<file path="src/rtl/modulo5_pkg.sv">
`default_nettype none
// modulo5_pkg: FSM state codes, remainder constants and the one-bit mod-5 step
// shared by the stream controller.
package modulo5_pkg;

  localparam int MODULUS = 5;
  localparam int REM_W   = 3;

  typedef logic [2:0] state_t;

  localparam state_t ST_IDLE   = 3'd0;
  localparam state_t ST_CLEAR  = 3'd1;
  localparam state_t ST_SHIFT  = 3'd2;
  localparam state_t ST_SETTLE = 3'd3;
  localparam state_t ST_RESULT = 3'd4;

  // {rem, b} is 2*rem + b (at most 9 for a legal rem), so one conditional subtract suffices.
  function automatic logic [REM_W-1:0] mod5_step(input logic [REM_W-1:0] rem, input logic b);
    logic [REM_W:0] w_acc;
    w_acc = {rem, b};
    if (w_acc >= (REM_W+1)'(MODULUS))
      w_acc = w_acc - (REM_W+1)'(MODULUS);
    return w_acc[REM_W-1:0];
  endfunction

endpackage
`default_nettype wire

</file>
<file path="src/rtl/modulo5_stream_ctrl_msb_serializer.sv">
`default_nettype none
// msb_serializer: parallel-load shift register presenting its MSB, with a bit
// counter whose done flag marks the last bit of the word.
module msb_serializer #(
  parameter int WIDTH = 8
) (
  input  logic             clk,
  input  logic             rst,
  input  logic             i_load,
  input  logic             i_shift,
  input  logic [WIDTH-1:0] i_data,
  output logic             o_bit,
  output logic             o_done
);

  localparam int CNT_W = (WIDTH > 1) ? $clog2(WIDTH) : 1;

  logic [WIDTH-1:0] r_shift;
  logic [CNT_W-1:0] r_cnt;

  always_ff @(posedge clk or posedge rst) begin
    if (rst) begin
      r_shift <= '0;
      r_cnt   <= '0;
    end else if (i_load) begin
      r_shift <= i_data;
      r_cnt   <= CNT_W'(WIDTH - 1);
    end else if (i_shift) begin
      r_shift <= r_shift << 1;
      if (r_cnt != '0)
        r_cnt <= r_cnt - CNT_W'(1);
    end
  end

  assign o_bit  = r_shift[WIDTH-1];
  assign o_done = (r_cnt == '0);

endmodule
`default_nettype wire

</file>
<file path="src/rtl/modulo5_stream_ctrl.sv">
`default_nettype none
// modulo5_stream_ctrl: accepts a word, streams it MSB-first into an external
// serial mod-5 detector and returns its remainder, cross-checked by a shadow.
module modulo5_stream_ctrl
  import modulo5_pkg::*;
#(
  parameter int WIDTH = 8
) (
  input  logic             clock,
  input  logic             reset,
  input  logic             in_valid,
  output logic             in_ready,
  input  logic [WIDTH-1:0] in_data,
  output logic             out_valid,
  input  logic             out_ready,
  output logic [WIDTH-1:0] out_data,
  output logic [2:0]       out_remainder,
  output logic             out_divisible,
  output logic             out_error,
  output logic             busy,
  output logic             det_clear,
  output logic             det_bit,
  input  logic [2:0]       det_remainder
);

  state_t           r_state;
  logic [WIDTH-1:0] r_out_data;
  logic [REM_W-1:0] r_shadow;
  logic [REM_W-1:0] r_remainder;
  logic             r_divisible;
  logic             r_error;

  logic w_accept;
  logic w_shift;
  logic w_ser_bit;
  logic w_ser_done;

  assign w_accept = (r_state == ST_IDLE) && in_valid;
  assign w_shift  = (r_state == ST_SHIFT);

  msb_serializer #(
    .WIDTH (WIDTH)
  ) u_serializer (
    .clk     (clock),
    .rst     (reset),
    .i_load  (w_accept),
    .i_shift (w_shift),
    .i_data  (in_data),
    .o_bit   (w_ser_bit),
    .o_done  (w_ser_done)
  );

  always_ff @(posedge clock or posedge reset) begin
    if (reset) begin
      r_state     <= ST_IDLE;
      r_out_data  <= '0;
      r_shadow    <= '0;
      r_remainder <= '0;
      r_divisible <= 1'b0;
      r_error     <= 1'b0;
    end else begin
      case (r_state)
        ST_IDLE: begin
          if (in_valid) begin
            r_out_data <= in_data;
            r_shadow   <= '0;
            r_state    <= ST_CLEAR;
          end
        end
        ST_CLEAR: r_state <= ST_SHIFT;
        ST_SHIFT: begin
          // Shadow tracks the same bits the detector sees, independently of it.
          r_shadow <= mod5_step(r_shadow, w_ser_bit);
          if (w_ser_done)
            r_state <= ST_SETTLE;
        end
        ST_SETTLE: begin
          r_remainder <= det_remainder;
          r_divisible <= (det_remainder == 3'd0);
          r_error     <= (det_remainder != r_shadow);
          r_state     <= ST_RESULT;
        end
        ST_RESULT: begin
          if (out_ready)
            r_state <= ST_IDLE;
        end
        default: r_state <= ST_IDLE;
      endcase
    end
  end

  assign in_ready      = (r_state == ST_IDLE);
  assign out_valid     = (r_state == ST_RESULT);
  assign busy          = (r_state != ST_IDLE);
  assign det_clear     = (r_state == ST_CLEAR);
  assign det_bit       = w_shift & w_ser_bit;
  assign out_data      = r_out_data;
  assign out_remainder = r_remainder;
  assign out_divisible = r_divisible;
  assign out_error     = r_error;

endmodule
`default_nettype wire

</file>
<file path="config.mk">
export PLATFORM = sky130hd
export DESIGN_NAME = modulo5_stream_ctrl
export DESIGN_NICKNAME = d
export VERILOG_FILES = /design/src/rtl/modulo5_pkg.sv /design/src/rtl/modulo5_stream_ctrl_msb_serializer.sv /design/src/rtl/modulo5_stream_ctrl.sv
export SDC_FILE = /design/constraint.sdc
export NUM_CORES = 1
export LEC_CHECK = 0
export ABC_CLOCK_PERIOD_IN_PS = 1950
export CAP_MARGIN = 20
export CORE_UTILIZATION = 51
export CTS_BUF_LIST = sky130_fd_sc_hd__clkbuf_8
export DETAILED_ROUTE_END_ITERATION = 8
export PLACE_DENSITY = 0.8
export SYNTH_ARGS = -nofsm -noshare
export SYNTH_HDL_FRONTEND = slang
export SYNTH_SLANG_ARGS = --single-unit
export TNS_END_PERCENT = 50
</file>
<file path="constraint.sdc">
create_clock -name clock -period 1.95 [get_ports clock]
set_clock_uncertainty 0.1 [all_clocks]
set_input_delay 0.2925 -clock clock [delete_from_list [all_inputs] [get_ports clock]]
set_output_delay 0.2925 -clock clock [all_outputs]
set_load 0.005 [all_outputs]
</file>
==> summary.md, run 1 <==
| Metric | Value |
|---|---|
| Nets | `between 150 and 200` |
| Sequential area share after synthesis | `0.518` |
| Avg Vias per Cell | `approximately 5.4` |
| CTS Root Cell | `clkbuf_8` |
| Routability-driven placement congestion ratio | `a little over 0.8` |
| Final WS setup | `-0.00294 ns` |
| CP Data Required Time | `roughly 1.6 ns` |
| Post-Synthesis Cells | `roughly 140` |
| Share of the synthesized area in the top cell type | `0.518` |
| CP delay by family, top | `buffers and inverters` |
| Tot GR Track Use | `0.218` |
| Worst-path clk slew | `around 0.06 ns` |
| CTS tree | `built` |
| Synth Cell Area | `roughly 0.0015 sq mm` |
| Yosys top cell by area | `dfrtp_1` |
| Worst IR Drop VDD | `~1.1 mV` |
| Worst slew pin tran | `~0.47 ns` |
| Critical path fanouts, max | `5` |
| Chip Width | `approximately 55 um` |
| Synth cell types | `34` |
| Core footprint | `0.00259 sq mm` |
| Via Count | `between 1,000 and 1,500` |
| Layout area overhead | `32.9%` |
| Cts bufs inserted | `5` |
| Period utilization | `1.00` |
| Worst path slowest cell | `clkdlybuf4s50_1` |
| # H-tree levels | `2` |
| Initial core utilization | `0.560` |
| Max_slew headroom | `0.688` |
| Initial antenna violation count | `0` |
| Routed wire length | `approximately 2900 um` |
| Detail Route Antenna Nets | `0` |
| Antenna cells | `0` |
| Synth Register Bits | `30` |
| Residual DRC | `0` |
| Cells along the critical path | `nor2_4, nand2_2, nor2_1, clkdlybuf4s50_1` |
| Final hold violations | `0` |
| Syn nets | `~160` |
| Final min period | `just under 2 ns` |
| Synth top area cells | `dfrtp_1 52%, nand2_1 8.0%, mux2i_1 4.8%` |
| Total grt overflow | `0` |
| Failing checks | `negative setup slack` |
| Clk_lat worst skew | `0.28 ns` |
| Total power | `3.13 mW` |
| Layout cells sized above 1 | `0.172` |
| Power Density | `1620 mW/mm^2` |
| Die H | `around 55 um` |
| Crit Path Class | `reg2out` |
| Final Max Slew Viols | `0` |
| Setup TNS | `-0.00318 ns` |
| I/O pins | `33` |
| Startpoint types | `register` |
| Vias in the first global route | `1,125` |
| Syn Area/Cell | `between 10 and 15 sq um` |
| Yosys warns | `0` |
| Max Freq | `around 500 MHz` |
| 1st-iter DRT viols | `20` |
| Max cap viols | `0` |
| Largest net degree at the start of global routing | `31` |
| CP Buf/Inv Count | `1` |
| Die Area | `between 0.003 and 0.004 sq mm` |
| RSZ-0062 raised after global routing | `yes` |
| Filler cells | `approximately 200` |
| CTS max path bufs | `2` |
| Avg WL per Cell | `between 10 and 15 um` |
| CP arrival | `between 1.5 and 2 ns` |
| Critical path capture point type | `primary output` |
| Row cnt | `18` |
| First-pass GRT wire length | `approximately 5000 um` |
| I/O Buffers | `32` |
| Worst path max stage delay | `approximately 0.50 ns` |
| Total iterations of the first detailed-routing run | `4` |
| P_leak | `~0.93 nW` |
| Min-delay worst type | `in2async` |
| Status | `finished with violations` |
| Final setup viols | `2` |
| Clock Sinks | `30` |
| DP HPWL | `around 2000 um` |
[report_power, final]
part / leakage (nW) / total [mW] / switching, mW / internal, mW
registers: 0.364 / 1.14 / 0.218 / 0.920
logic: 0.518 / 1.49 / 0.673 / 0.812
clock network: 0.0524 / 0.504 / 0.225 / 0.279
total: 0.935 / 3.13 / 1.12 / 2.01
[sequential cells by signal, indices dropped and copies added, names as in the netlist]
name,count
u_serializer.r_shift,8
out_divisible,1
r_shadow,3
u_serializer.r_cnt,3
out_error,1
r_state,3
out_remainder,3
out_data,8
[layer usage]
metal	wire length, um	track usage
met5	0	0
met4	65	0.136
met3	159	0.0749
met2	1520	0.355
met1	1200	0.244
[kinds of logic after synthesis]
| kind of cell | share of synthesized area |
|---|---|
| and+or+nand+nor | 0.185 |
| DFF | 0.518 |
| AOI/OAI and AO/OA | 0.0941 |
| buffers and inverters | 0.0595 |
| muxes | 0.0794 |
| xor gates and xnor gates | 0.0302 |
| adders and majority gates | 0.0345 |
[cells in the final DEF, fill, tap and decap left out, drive strengths merged]
master and count:
nand3b 1, dlymetal6s2s 2, nor2b 2, nor3b 2, o21ai 14, nand2b 2, o211ai 1, xnor2 2
a311o 1, and2 1, or2 1, clkinv 1, a22o 1, dfrtp 30, clkdlybuf4s50 29, nor3 3
buf 7, inv 8, dlygate4sd2 1, mux2i 7, o41ai 1, xor2 3, a21boi 1, nand3 3
ha 4, a31oi 1, nand2 33, clkbuf 6, mux2 4, a21oi 2, nor2 6
[synth_stat cells]
cell       n
mux2i_1    7
nand3_1    3
nand2_1   31
a21oi_1    2
a21boi_0   1
nor3_4     1
nor2b_1    2
a22o_1     1
xnor2_1    2
o41ai_1    1
ha_1       4
o211ai_1   1
o21ai_1    5
buf_6      2
nand3b_1   1
a31oi_1    1
buf_12     1
buf_2      2
nor3_1     2
or2_2      1
and2_1     1
a311o_1    1
nor3b_2    1
inv_1      7
buf_4      1
nor2_1     6
dfrtp_1   30
mux2_2     4
nor3b_1    1
xor2_1     3
o21ai_0    7
nand2_4    2
nand2b_1   2
o21ai_2    2
[final timing paths]
path / from / cells after the start / to / slack [ns]
worst max-delay path: r_state[0] / 4 / det_bit / -0.003
worst min-delay path: reset / 3 / out_remainder[2] / 0.28
worst max register to register: r_shadow[0] / 6 / r_shadow[1] / 0.25
worst min register to register: out_data[6] / 2 / out_data[6] / 0.37
max in group asynchronous: reset / 3 / r_state[0] / 1.17
min in group clock: out_data[6] / 2 / out_data[6] / 0.37
[final cells by class]
type / instances / area (sq um) / area share
sequential: 30 / 754 / 0.392
multi-input combinational: 96 / 628 / 0.326
timing repair buffer: 39 / 389 / 0.202
clock buffer: 6 / 82.6 / 0.0429
tap: 30 / 37.5 / 0.0195
inverter: 7 / 26.3 / 0.0136
clock inverter: 2 / 8.76 / 0.00455
[stage by stage]
step                       util  instances  setup slack (ns)  area, sq um  hold WS (ns)
after CTS                 0.735        209           -0.0340         1900         0.299
after detailed placement  0.689        200             0.144         1790         0.362
after global placement    0.689        200             0.176         1790         0.354
after global routing      0.744        210           -0.0666         1930         0.329
final                     0.744        210          -0.00294         1930         0.277
after floorplan               -        139             0.373         1450         0.283
[what timing repair did]
action	4_1_cts	5_1_grt
endpoints found under the hold margin	0	0
gates resized for setup	5	5
endpoints found under the setup margin	4	4
gates cloned	0	0
setup buffers	1	1
hold buffers	0	0
pin swaps	0	1
[tightest hold or removal path, cell delays in order]
cell and delay [ns]:
clkdlybuf4s50_1 0.39, inv_1 0.05, buf_4 0.34
Power figures use the tool's default switching activity.
==> run 2, diff against run 1 <==
--- a/config.mk
+++ b/config.mk
@@ -10,6 +10,7 @@
 export CORE_UTILIZATION = 51
 export CTS_BUF_LIST = sky130_fd_sc_hd__clkbuf_8
 export DETAILED_ROUTE_END_ITERATION = 8
+export MAX_ROUTING_LAYER = met4
 export PLACE_DENSITY = 0.8
 export SYNTH_ARGS = -nofsm -noshare
 export SYNTH_HDL_FRONTEND = slang
==> run 2 against run 1 <==
Against the previous run: the run still ends with negative setup slack left; clock power hardly changed; die area stayed put; hold slack gained 0.0026 ns; setup slack improved by 0.0029 ns; via count shrank 0.80%; maximum frequency rose by 0.15%; utilization unchanged; sequential share of layout area unchanged; critical path type unchanged; largest cell class unchanged.
==> summary.md, run 2 (synthesis results as in run 1) <==
| Metric | Value |
|---|---|
| Die H | `between 50 and 60 um` |
| CTS tree | `built` |
| Clock Sinks | `30` |
| # H-tree levels | `2` |
| Tot GR Track Use | `0.223` |
| Final setup viols | `1` |
| Worst-path clk slew | `0.06 ns` |
| Final hold violations | `0` |
| Via Count | `between 1,000 and 1,500` |
| Layout cells sized above 1 | `0.172` |
| Hold Buf Count CTS | `0` |
| Min-delay worst type | `in2async` |
| Initial antenna violation count | `0` |
| Area after DPL | `roughly 0.0018 sq mm` |
| Period utilization | `1.00` |
| Final min period | `about 2 ns` |
| CTS max path bufs | `2` |
| Startpoint types | `register` |
| Antenna cells | `0` |
| Initial core utilization | `0.560` |
| CP arrival | `between 1.5 and 2 ns` |
| Design area | `slightly below 0.002 sq mm` |
| Routability-driven placement congestion ratio | `0.816` |
| Critical path fanouts, max | `5` |
| Largest net degree at the start of global routing | `31` |
| Power Density | `around 1600 mW/mm^2` |
| DP HPWL | `roughly 2100 um` |
| CTS Root Cell | `clkbuf_8` |
| Failing checks | `negative setup slack` |
| Core footprint | `about 0.0026 sq mm` |
| Avg Vias per Cell | `5.32` |
| Worst IR Drop VDD | `1.05 mV` |
| Max_slew headroom | `0.691` |
| Critical path capture point type | `primary output` |
| I/O Buffers | `32` |
| Cts bufs inserted | `5` |
| Row cnt | `18` |
| Total power | `3.12 mW` |
| Most common cell after layout, fill and taps aside | `nand2_1` |
| Vias in the first global route | `1,131` |
| Nets | `198` |
| Most frequent cells in the layout | `30 x nand2_1, 29 x clkdlybuf4s50_1, 27 x dfrtp_1` |
| P_leak | `0.935 nW` |
| Die Area | `about 0.003 sq mm` |
| Chip Width | `55.3 um` |
| Avg WL per Cell | `roughly 14 um` |
| Layout area overhead | `32.9%` |
| Final WS setup | `-0.0000736 ns` |
| Max Freq | `around 500 MHz` |
| Crit Path Class | `reg2out` |
| Clk_lat worst skew | `~0.28 ns` |
| Max cap viols | `0` |
| CP Data Required Time | `1.56 ns` |
| 1st-iter DRT viols | `16` |
| Detail Route Antenna Nets | `0` |
| Worst slew pin tran | `roughly 0.46 ns` |
| I/O pins | `33` |
| RSZ-0062 raised after global routing | `yes` |
| Final Max Slew Viols | `0` |
| Routed wire length | `around 2900 um` |
| Residual DRC | `0` |
| Total grt overflow | `0` |
| Total iterations of the first detailed-routing run | `4` |
| Status | `finished with violations` |
| First-pass GRT wire length | `5020 um` |
[run 2: cell counts in the layout (fill, tap and decap cells not counted)]
No cell type changed its count.
[run 2: layout make-up]
class,instances,area (sq um)
Sequential cell,30,754
Fill cell,195,663
Multi-Input combinational cell,96,628
Timing Repair Buffer,39,389
Clock buffer,6,82.6
Tap cell,30,37.5
Inverter,7,26.3
Clock inverter,2,8.76
[run 2: worst max-delay path, cell delays in order (launching register included)]
cell and delay, ns:
dfrtp_2 0.45, nor2_4 0.14, nand2_2 0.09, nor2_1 0.10, clkdlybuf4s50_1 0.50
[run 2: report_power, final]
| part | total (mW) | leakage, nW | switching (mW) | internal, mW |
|---|---|---|---|---|
| clock network | 0.502 | 0.0524 | 0.223 | 0.279 |
| registers | 1.14 | 0.364 | 0.215 | 0.920 |
| logic | 1.48 | 0.518 | 0.670 | 0.812 |
| total | 3.12 | 0.935 | 1.11 | 2.01 |
[run 2: worst paths after layout]
| check | startpoint | to | slack (ns) | depth (start not counted) |
|---|---|---|---|---|
| worst max-delay path | r_state[0] | det_bit | -0.00007 | 4 |
| worst min-delay path | reset | u_serializer.r_shift[0] | 0.28 | 3 |
| worst max register to register | r_shadow[0] | r_shadow[1] | 0.25 | 6 |
| worst min register to register | out_data[6] | out_data[6] | 0.37 | 2 |
| max in group asynchronous | reset | r_state[0] | 1.17 | 3 |
| min in group clock | out_data[6] | out_data[6] | 0.37 | 2 |
[run 2: metal layers]
layer | share of wire | up-vias | GRT usage
met3 | 0.061 | 7 | 0.0656
met1 | 0.40 | 534 | 0.244
li1 | - | 541 | -
met5 | 0 | - | -
met2 | 0.52 | 35 | 0.356
met4 | 0.022 | 0 | 0.136
[run 2: repair_timing]
item                       4_1_cts  5_1_grt
resized for setup                5        5
buffers inserted                 1        1
setup endpoints to repair        4        4
pin swaps                        0        1
[run 2: stage by stage]
step | setup slack (ns) | hold slack (ns) | TNS, ns | utilization | std cells
global placement | 0.176 | 0.354 | 0 | 0.689 | 200
detailed placement | 0.144 | 0.362 | 0 | 0.689 | 200
finish | -0.0000736 | 0.279 | -0.0000736 | 0.744 | 210
CTS | -0.0340 | 0.299 | -0.0722 | 0.735 | 209
floorplan | 0.373 | 0.283 | 0 | - | 139
global route | -0.0639 | 0.331 | -0.112 | 0.744 | 210
